`config.mk`:
```
export PLATFORM = sky130hd
export DESIGN_NAME = vga_layer_mixer
export DESIGN_NICKNAME = d
export VERILOG_FILES = /design/src/rtl/vga_mixer_pkg.sv /design/src/rtl/mixer_fade_ctrl.sv /design/src/rtl/vga_layer_mixer.sv
export SDC_FILE = /design/constraint.sdc
export NUM_CORES = 1
export LEC_CHECK = 0
export ABC_AREA = 1
export CORE_ASPECT_RATIO = 0.9
export CORE_UTILIZATION = 55
export DETAILED_ROUTE_END_ITERATION = 8
export MAX_ROUTING_LAYER = met4
export PLACE_DENSITY_LB_ADDON = 0.2
export SLEW_MARGIN = 20
export SYNTH_ARGS = -nofsm -noshare
export SYNTH_HDL_FRONTEND = slang
export SYNTH_SLANG_ARGS = --single-unit
export TNS_END_PERCENT = 10
```
`constraint.sdc`:
```
create_clock -name clk -period 9.9 [get_ports clk]
set_input_delay 0.99 -clock clk [delete_from_list [all_inputs] [get_ports clk]]
set_output_delay 0.99 -clock clk [all_outputs]
set_load 0.05 [all_outputs]
```
`src/rtl/vga_mixer_pkg.sv`:
```
// vga_mixer_pkg: shared fade-state encoding and level constants for the layer mixer
package vga_mixer_pkg;

    typedef enum logic [1:0] {
        FULL     = 2'd0,
        FADE_OUT = 2'd1,
        BLACK    = 2'd2,
        FADE_IN  = 2'd3
    } fade_state_e;

    localparam int LVL_W = 4;
    localparam logic [LVL_W-1:0] LVL_MAX = 4'd15;

endpackage

```
`src/rtl/mixer_fade_ctrl.sv`:
```
// mixer_fade_ctrl: fade FSM, ms step counter, level and frame-synchronous applied level
module mixer_fade_ctrl
    import vga_mixer_pkg::*;
#(
    parameter int FADE_STEP_MS = 32
) (
    input  logic             clk,
    input  logic             rst,
    input  logic             one_ms_tick,
    input  logic             fade_out_req,
    input  logic             fade_in_req,
    input  logic             vblnk_in,
    output logic [LVL_W-1:0] level_applied,
    output logic             fade_done
);

    localparam int CW = $clog2(FADE_STEP_MS + 1);

    fade_state_e      state_q, state_d;
    logic [CW-1:0]    ms_q, ms_d;
    logic [LVL_W-1:0] level_q, level_d, applied_q, applied_d;
    logic             done_q, done_d, vblnk_q;
    logic             fading, step;

    // next state: requests take precedence over steps; a state change restarts the ms counter
    always_comb begin
        fading    = (state_q == FADE_OUT) || (state_q == FADE_IN);
        step      = fading && one_ms_tick && (ms_q == CW'(FADE_STEP_MS - 1));
        state_d   = state_q;
        level_d   = level_q;
        done_d    = 1'b0;
        ms_d      = (fading && one_ms_tick) ? (step ? '0 : ms_q + CW'(1)) : ms_q;
        if (fade_out_req && (state_q == FULL || state_q == FADE_IN)) begin
            state_d = FADE_OUT;
        end else if (fade_in_req && !fade_out_req && (state_q == BLACK || state_q == FADE_OUT)) begin
            state_d = FADE_IN;
        end else if (step && state_q == FADE_OUT) begin
            level_d = (level_q == '0) ? level_q : level_q - LVL_W'(1);
            if (level_q <= LVL_W'(1)) begin
                state_d = BLACK;
                done_d  = 1'b1;
            end
        end else if (step && state_q == FADE_IN) begin
            level_d = (level_q == LVL_MAX) ? level_q : level_q + LVL_W'(1);
            if (level_q >= LVL_MAX - LVL_W'(1)) begin
                state_d = FULL;
                done_d  = 1'b1;
            end
        end
        ms_d      = (state_d != state_q) ? '0 : ms_d;
        applied_d = (vblnk_in && !vblnk_q) ? level_q : applied_q;
    end

    // state, counter and level registers; reset returns to full brightness
    always_ff @(posedge clk or negedge rst) begin
        if (!rst) begin
            state_q   <= FULL;
            ms_q      <= '0;
            level_q   <= LVL_MAX;
            applied_q <= LVL_MAX;
            done_q    <= 1'b0;
            vblnk_q   <= 1'b0;
        end else begin
            state_q   <= state_d;
            ms_q      <= ms_d;
            level_q   <= level_d;
            applied_q <= applied_d;
            done_q    <= done_d;
            vblnk_q   <= vblnk_in;
        end
    end

    assign level_applied = applied_q;
    assign fade_done     = done_q;

endmodule

```
`src/rtl/vga_layer_mixer.sv`:
```
// vga_layer_mixer: 3-stage priority compositor with frame-synchronous fade and matched timing
module vga_layer_mixer
    import vga_mixer_pkg::*;
#(
    parameter int LAYERS       = 6,
    parameter int CH_W         = 4,
    parameter int FADE_STEP_MS = 32,
    parameter int CNT_W        = 11
) (
    input  logic                       clk,
    input  logic                       rst,
    input  logic [CNT_W-1:0]           hcount_in,
    input  logic [CNT_W-1:0]           vcount_in,
    input  logic                       hsync_in,
    input  logic                       vsync_in,
    input  logic                       hblnk_in,
    input  logic                       vblnk_in,
    input  logic [3*CH_W-1:0]          bg_rgb,
    input  logic [LAYERS*3*CH_W-1:0]   layer_rgb,
    input  logic [LAYERS-1:0]          layer_valid,
    input  logic [LAYERS-1:0]          layer_en,
    input  logic                       one_ms_tick,
    input  logic                       fade_out_req,
    input  logic                       fade_in_req,
    output logic [CNT_W-1:0]           hcount_out,
    output logic [CNT_W-1:0]           vcount_out,
    output logic                       hsync_out,
    output logic                       vsync_out,
    output logic                       hblnk_out,
    output logic                       vblnk_out,
    output logic [3*CH_W-1:0]          rgb_out,
    output logic                       fade_done
);

    localparam int RGB_W = 3 * CH_W;
    localparam int TW    = 2 * CNT_W + 4;

    logic [TW-1:0]           tim1_q, tim1_d, tim2_q, tim2_d, tim3_q, tim3_d;
    logic [RGB_W-1:0]        bg1_q, bg1_d, rgb2_q, rgb2_d, rgb3_q, rgb3_d;
    logic [LAYERS*RGB_W-1:0] lay1_q, lay1_d;
    logic [LAYERS-1:0]       hit1_q, hit1_d;
    logic [LVL_W-1:0]        lvl;
    logic [CH_W+3:0]         prod;

    mixer_fade_ctrl #(.FADE_STEP_MS(FADE_STEP_MS)) u_fade (
        .clk          (clk),
        .rst          (rst),
        .one_ms_tick  (one_ms_tick),
        .fade_out_req (fade_out_req),
        .fade_in_req  (fade_in_req),
        .vblnk_in     (vblnk_in),
        .level_applied(lvl),
        .fade_done    (fade_done)
    );

    // S1 capture with hit mask, S2 priority pick (highest index wins), S3 scale and blank
    always_comb begin
        tim1_d = {hcount_in, vcount_in, hsync_in, vsync_in, hblnk_in, vblnk_in};
        bg1_d  = bg_rgb;
        lay1_d = layer_rgb;
        hit1_d = layer_en & layer_valid;
        tim2_d = tim1_q;
        rgb2_d = bg1_q;
        for (int i = 0; i < LAYERS; i++)
            rgb2_d = hit1_q[i] ? lay1_q[i*RGB_W +: RGB_W] : rgb2_d;
        tim3_d = tim2_q;
        rgb3_d = '0;
        prod   = '0;
        for (int k = 0; k < 3; k++) begin
            prod = (CH_W+4)'(rgb2_q[k*CH_W +: CH_W]) * ((CH_W+4)'(lvl) + (CH_W+4)'(1));
            rgb3_d[k*CH_W +: CH_W] = CH_W'(prod >> 4);
        end
        rgb3_d = (tim2_q[1] || tim2_q[0]) ? '0 : rgb3_d;
    end

    // pipeline registers; reset flushes every stage to zero
    always_ff @(posedge clk or negedge rst) begin
        if (!rst) begin
            tim1_q <= '0;
            tim2_q <= '0;
            tim3_q <= '0;
            bg1_q  <= '0;
            lay1_q <= '0;
            hit1_q <= '0;
            rgb2_q <= '0;
            rgb3_q <= '0;
        end else begin
            tim1_q <= tim1_d;
            tim2_q <= tim2_d;
            tim3_q <= tim3_d;
            bg1_q  <= bg1_d;
            lay1_q <= lay1_d;
            hit1_q <= hit1_d;
            rgb2_q <= rgb2_d;
            rgb3_q <= rgb3_d;
        end
    end

    assign {hcount_out, vcount_out, hsync_out, vsync_out, hblnk_out, vblnk_out} = tim3_q;
    assign rgb_out = rgb3_q;

endmodule

```
==> run_results.csv, run 1 <==
group,metric,value,unit
timing,fin_crit,3.50,ns
worst_setup_path,slowest_stage,"dfstp_2",
worst_setup_path,r2r-start,"u_fade.level_applied[0]",
worst_setup_path,cp-start-kind,"flop",
clocking,htree_levels,1,
drt,wl_per_cell,14.9,um
synth,syn_avg_cell_area,11.2,um^2
synth,syn_nets,912,
timing,final.setup.tns,0,ns
placed_design,place_ws,6.39,ns
worst_hold_path,hp-start,"tim2_q[17]",
final_layout,layout-drive-gt1-share,6.49,%
power_and_ir_drop,leakage,5.07,nW
power_and_ir_drop,peakVddDrop,0.000158,V
die,die_w,131,um
power_and_ir_drop,p_total,1.98,mW
timing,slew_viol_final,0,
drt,wl,16700,um
final_layout,fin_cells,1122,
worst_setup_path,required,10.32,ns
die,dieArea,0.0155,mm^2
die,rows,42,
timing,setup_viol,0,
synth,yosys_warnings,0,
worst_hold_path,hp-class,"flop to flop",
timing,skew,0.0121,ns
worst_hold_path,min_delay_path_depth,0,
timing,hold_viol,0,
drt,dr.first_iter.drc_count,271,
final_layout,fillCellCount,970,
die,die_height,118,um
timing,setup_ws,6.40,ns
final_layout,fin_nets,1087,
placed_design,dp_hpwl,12200,um
clocking,clkTransAtPathRegs,0.07,ns
timing,relSlewSlack,35.9,%
final_layout,post-route-cell-area,0.0108,mm^2
clocking,cts_resized,0,
global_route,overflow,0,
worst_setup_path,critical-path-max-stage-delay,0.59,ns
power_and_ir_drop,p_per_area,183,mW/mm^2
global_route,grt_pass1_vias,5761,
worst_setup_path,cp-end-kind,"flop",
die,io_pins,166,
worst_setup_path,worstRegToRegCells,13,
timing,maxClockFrequency,286,MHz
final_layout,final_cell_mix,"201 x dfrtp_1, 164 x clkdlybuf4s50_1, 111 x nand2_1",
synth,synth_edf_count,0,
synth,yosysUniqueCellTypes,29,
timing,fin_crit_sh,35.4,%
clocking,cts_sinks,209,
synth,ys_ff_latch,209,
worst_setup_path,path_cells,"ha_1 > xor2_1 > inv_1 > nor2_1 > fa_1 > inv_1 > fa_1 > inv_1 > ha_1 > a21boi_0 > o21ai_0 > nand2_1 > nor2_1",
final_layout,utilization,73.7,%
drt,drc,0,
die,start_util,56.2,%
final_layout,antenna_cells,0,
worst_setup_path,crit_family,"adder cells",
clocking,clockRootBuffer,"clkbuf_16",
outcome,outcome,"completed",
worst_hold_path,hold_path_end,"tim3_q[17]",
clocking,numCtsBuffers,21,
clocking,cts_tree,"built",
worst_setup_path,arrival,3.92,ns
timing,worstMarginPinSlew,0.962,ns
global_route,antenna_found_initial,0,
clocking,cts_buffer_depth,3,
global_route,grt_max_degree,132,
clocking,insertion_delay,0.50,ns
worst_setup_path,crit_top_cell,"inv_1",
worst_setup_path,path_buf_inv,3,
synth,synthArstFlopShare,100,%
timing,hold_ws,0.341,ns
placed_design,dpl-instance-area,0.0101,mm^2
placed_design,io_buffers,165,
worst_setup_path,critical_path_class,"flop to flop",
synth,synthesis.area,0.00824,mm^2
placed_design,place_congestion,0.875,
placed_design,place_inst,1084,
clocking,post-cts-setup-buffers,0,
global_route,grt_pass1_wl,27700,um
global_route,grt_usage,24.0,%
final_layout,syn_to_final_growth,31.2,%
drt,ant_nets,0,
drt,first_pass_iters,4,
synth,yosys_most_used_dff,"dfrtp_1",
final_layout,mostFrequentLayoutCell,"dfrtp_1",
synth,synth_cells,734,
drt,vias,5498,
drt,viasPerCell,4.90,
job,maxCapViolCount,0,
synth,ys_seq_area_share,63.6,%
worst_setup_path,timing.rr.end,"rgb_out[1]",
die,core,0.0147,mm^2
clocking,hold_buffers,0,
timing,grt_setup_unrepaired,"false",
worst_setup_path,cp_max_fo,8,
worst_setup_path,setup.worst_path.start,"u_fade.level_applied[0]",
worst_setup_path,r2r_slack,6.40,ns
-- logic make-up after synthesis --
kind of cell,synth area share [%]
muxes,0.122
buffers and inverters,4.98
xor gates and xnor gates,1.91
AOI/OAI and AO/OA,8.40
DFF,63.6
adders and majority gates,9.11
and+or+nand+nor,11.9
-- cell usage after synthesis, types with 4 or more instances --
cell | count | area, um^2
ha_1 | 36 | 450
clkbuf_1 | 10 | 37.5
o21ai_0 | 54 | 270
nand3_1 | 18 | 90.1
xor2_1 | 7 | 61.3
nand2_1 | 111 | 417
nand2_2 | 4 | 25.0
inv_1 | 93 | 349
nand4_1 | 7 | 43.8
dfstp_2 | 8 | 210
o21ai_1 | 6 | 30.0
buf_2 | 4 | 20.0
nor3_1 | 6 | 30.0
a21boi_0 | 17 | 128
fa_1 | 15 | 300
a21oi_1 | 25 | 125
o21bai_1 | 12 | 90.1
dfrtp_1 | 201 | 5030
nor2_1 | 72 | 270
xnor2_1 | 11 | 96.3
-- final cells by class --
class	count	area (um^2)	area share (%)
clock buffers	29	606	5.60
clock inverters	9	115	1.06
inverters	94	353	3.26
multi-input cells	417	2590	23.9
flip-flops and latches	209	5240	48.5
well taps	198	248	2.29
repair buffers	166	1660	15.4
-- where the power goes --
part           total (mW)  switching, mW  internal, mW
logic               0.241          0.139         0.102
clock network       0.805          0.320         0.485
registers           0.933         0.0298         0.903
total                1.98          0.489          1.49
-- worst max path at each step --
stage                  to  cells past startpoint
6_report       rgb_out[1]                     13
5_1_grt        rgb_out[1]                     13
4_1_cts        rgb_out[3]                     13
3_5_place_dp   rgb_out[3]                     13
3_3_place_gp   rgb_out[3]                     13
2_1_floorplan  rgb_out[1]                     13
-- flip-flops by register name, summed over array words and instances, names as in the netlist --
name and count:
bg1_q 12, hit1_q 6, lay1_q 72, rgb2_q 12, rgb_out 12, tim1_q 26, tim2_q 26, tim3_q 26
u_fade.fade_done 1, u_fade.level_applied 4, u_fade.level_q 4, u_fade.ms_q 6, u_fade.state_q 2
-- layer usage --
metal,up-vias,share of wire [%],GRT usage (%)
li1,2670,-,-
met1,2648,42,30.0
met2,143,50,39.4
met3,37,5.6,5.55
met4,0,2.5,6.54
met5,-,0,-
No activity file was read; power rests on OpenSTA's default activity.
==> run 2, diff against run 1 <==
--- a/config.mk
+++ b/config.mk
@@ -7,7 +7,7 @@
 export LEC_CHECK = 0
 export ABC_AREA = 1
 export CORE_ASPECT_RATIO = 0.9
-export CORE_UTILIZATION = 55
+export CORE_UTILIZATION = 51
 export DETAILED_ROUTE_END_ITERATION = 8
 export MAX_ROUTING_LAYER = met4
 export PLACE_DENSITY_LB_ADDON = 0.2
==> constraint.sdc (replaced) <==
create_clock -name clk -period 3.4 [get_ports clk]
set_input_delay 0.34 -clock clk [delete_from_list [all_inputs] [get_ports clk]]
set_output_delay 0.34 -clock clk [all_outputs]
set_load 0.05 [all_outputs]
==> run 2 against run 1 <==
Register-to-register slack worse by 6.2 ns. Worst hold slack got worse by 0.061 ns. Total power rose to 2.9 times the previous value. Critical path type unchanged.
==> run_results.csv, run 2 (synthesis results as in run 1) <==
group,metric,value,unit
outcome,outcome,"completed",
die,io_pins,166,
clocking,cts_sinks,209,
worst_setup_path,r2r-start,"u_fade.level_applied[0]",
timing,hold_ws,0.280,ns
power_and_ir_drop,peakVddDrop,0.000452,V
placed_design,place_congestion,0.847,
worst_hold_path,hold_path_end,"lay1_q[71]",
job,maxCapViolCount,0,
clocking,clkTransAtPathRegs,0.06,ns
final_layout,top_register,"lay1_q",
global_route,grt_max_degree,103,
global_route,grt_pass1_wl,28100,um
global_route,grt_pass1_vias,5862,
timing,worstMarginPinSlew,0.832,ns
drt,drc,0,
worst_setup_path,arrival,3.62,ns
drt,dr.first_iter.drc_count,298,
timing,hold_viol,0,
worst_hold_path,hp-class,"input pin to flop",
worst_setup_path,cp-end-kind,"flop",
worst_setup_path,r2r_slack,0.15,ns
global_route,grt_usage,22.5,%
clocking,clockRootBuffer,"clkbuf_16",
worst_setup_path,cp-start-kind,"flop",
clocking,htree_levels,1,
clocking,cts_tree,"built",
drt,vias,5633,
placed_design,place_inst,1094,
timing,fin_crit,3.25,ns
timing,relSlewSlack,44.6,%
power_and_ir_drop,sw_frac_of_total,24.8,%
placed_design,dpl-instance-area,0.0102,mm^2
clocking,cts_buffer_depth,3,
drt,viasPerCell,4.96,
worst_setup_path,worstRegToRegCells,14,
power_and_ir_drop,power_frac_clock,41.2,%
timing,fin_crit_sh,95.4,%
die,rows,43,
final_layout,largest_reg_flops,72,
worst_setup_path,cp_max_fo,6,
drt,ant_nets,0,
worst_hold_path,hp-start,"layer_rgb[71]",
placed_design,dp_hpwl,12600,um
timing,final.setup.tns,0,ns
die,die_height,123,um
global_route,antenna_found_initial,0,
placed_design,io_buffers,165,
final_layout,layout-drive-gt1-share,8.04,%
drt,wl,17400,um
worst_setup_path,critical_path_class,"flop to flop",
final_layout,mostFrequentLayoutCell,"dfrtp_1",
worst_hold_path,min_delay_path_depth,1,
power_and_ir_drop,pwr-share-comb,12.1,%
power_and_ir_drop,p_int,4.38,mW
die,start_util,52.8,%
power_and_ir_drop,power_frac_seq,46.6,%
final_layout,final_cell_mix,"201 x dfrtp_1, 164 x clkdlybuf4s50_1, 111 x nand2_1",
die,die_w,136,um
final_layout,utilization,70.2,%
die,dieArea,0.0167,mm^2
power_and_ir_drop,p_per_area,532,mW/mm^2
global_route,overflow,0,
die,core,0.0156,mm^2
final_layout,fillCellCount,1139,
final_layout,syn_to_final_growth,32.9,%
final_layout,post-route-cell-area,0.0109,mm^2
final_layout,antenna_cells,0,
timing,slew_viol_final,0,
final_layout,fin_nets,1096,
timing,setup_viol,0,
worst_setup_path,required,3.78,ns
power_and_ir_drop,switchingPower,1.45,mW
clocking,insertion_delay,0.49,ns
power_and_ir_drop,leakage,5.12,nW
drt,first_pass_iters,4,
clocking,numCtsBuffers,21,
final_layout,fin_cells,1135,
timing,maxClockFrequency,308,MHz
drt,wl_per_cell,15.3,um
timing,skew,0.00606,ns
worst_setup_path,timing.rr.end,"rgb_out[5]",
## run 2: cell count changes in the layout (fill, tap and decap cells not counted), sizes merged
cell,previous run,this run
buf,1,9
bufinv,2,3
clkbuf,30,29
clkinv,5,4
dlygate4sd3,0,1
inv,95,96
## run 2: worst max-delay path by stage
stage	start	to	slack, ns	cells past startpoint
4_1_cts	u_fade.level_applied[0]	rgb_out[11]	0.01	14
3_5_place_dp	u_fade.level_applied[0]	rgb_out[1]	0.03	13
5_1_grt	u_fade.level_applied[0]	rgb_out[11]	-0.04	15
2_1_floorplan	u_fade.level_applied[0]	rgb_out[1]	0.30	13
3_3_place_gp	u_fade.level_applied[0]	rgb_out[1]	0.17	13
6_report	u_fade.level_applied[0]	rgb_out[5]	0.15	14
## run 2: what timing repair did
action / CTS / global route
resized for setup: 0 / 11
hold endpoints to repair: 92 / 0
hold buffers: 1 / 0
setup endpoints to repair: 0 / 7
buffers inserted: 0 / 2
## run 2: per-stage QoR
| step | setup WS [ns] | total power [mW] |
|---|---|---|
| after global placement | 0.169 | 3.43 |
| after CTS | 0.00984 | 5.88 |
| after detailed placement | 0.0350 | 3.46 |
| final | 0.155 | 5.83 |
| after floorplan | 0.301 | 3.12 |
| after global routing | -0.0406 | 6.09 |
## run 2: layout make-up
type | instances | area [um^2] | share of cell area, %
Inverter | 94 | 353 | 3.22
Multi-Input combinational cell | 417 | 2630 | 24.0
Clock buffer | 28 | 582 | 5.31
Clock inverter | 10 | 143 | 1.30
Sequential cell | 209 | 5240 | 47.9
Tap cell | 202 | 253 | 2.31
Timing Repair Buffer | 175 | 1750 | 16.0
## run 2: power groups by stage
| stage | combinational (mW) | sequential, mW | clock (mW) |
|---|---|---|---|
| final | 0.706 | 2.72 | 2.40 |
| after global routing | 0.792 | 2.73 | 2.56 |
| after CTS | 0.708 | 2.72 | 2.46 |
| after detailed placement | 0.702 | 2.76 | 0 |
| after global placement | 0.679 | 2.75 | 0 |
| after floorplan | 0.323 | 2.80 | 0 |
## run 2: worst max-delay path: stages (launching register included)
cell and delay (ns):
dfstp_2 0.59, ha_2 0.22, xor2_2 0.19, buf_4 0.15
nand2_1 0.07, fa_1 0.47, fa_1 0.55, inv_1 0.04
ha_1 0.29, nand2_1 0.07, nand2_1 0.09, nand2_1 0.11
inv_1 0.07, nor3_1 0.14, nor3_1 0.06
## run 2: routing by layer
metal	global-route usage, %	part of all wire, %	routed length, um
met1	27.4	42	7290
met5	-	0	0
met3	5.70	6.2	1080
met4	6.39	2.2	390
met2	37.3	50	8640
==> run 3, diff against run 2 <==
==> constraint.sdc (replaced) <==
create_clock -name clk -period 3.4 [get_ports clk]
set_input_delay 0.34 -clock clk [delete_from_list [all_inputs] [get_ports clk]]
set_output_delay 0.34 -clock clk [all_outputs]
set_load 0.005 [all_outputs]
==> results of run 3 <==
The final DEF is identical to that of run 2. Status: completed.
Main changes from that run: total power 5.83 mW -> 5.76 mW; worst IR drop on VDD 0.000452 V -> 0.000443 V
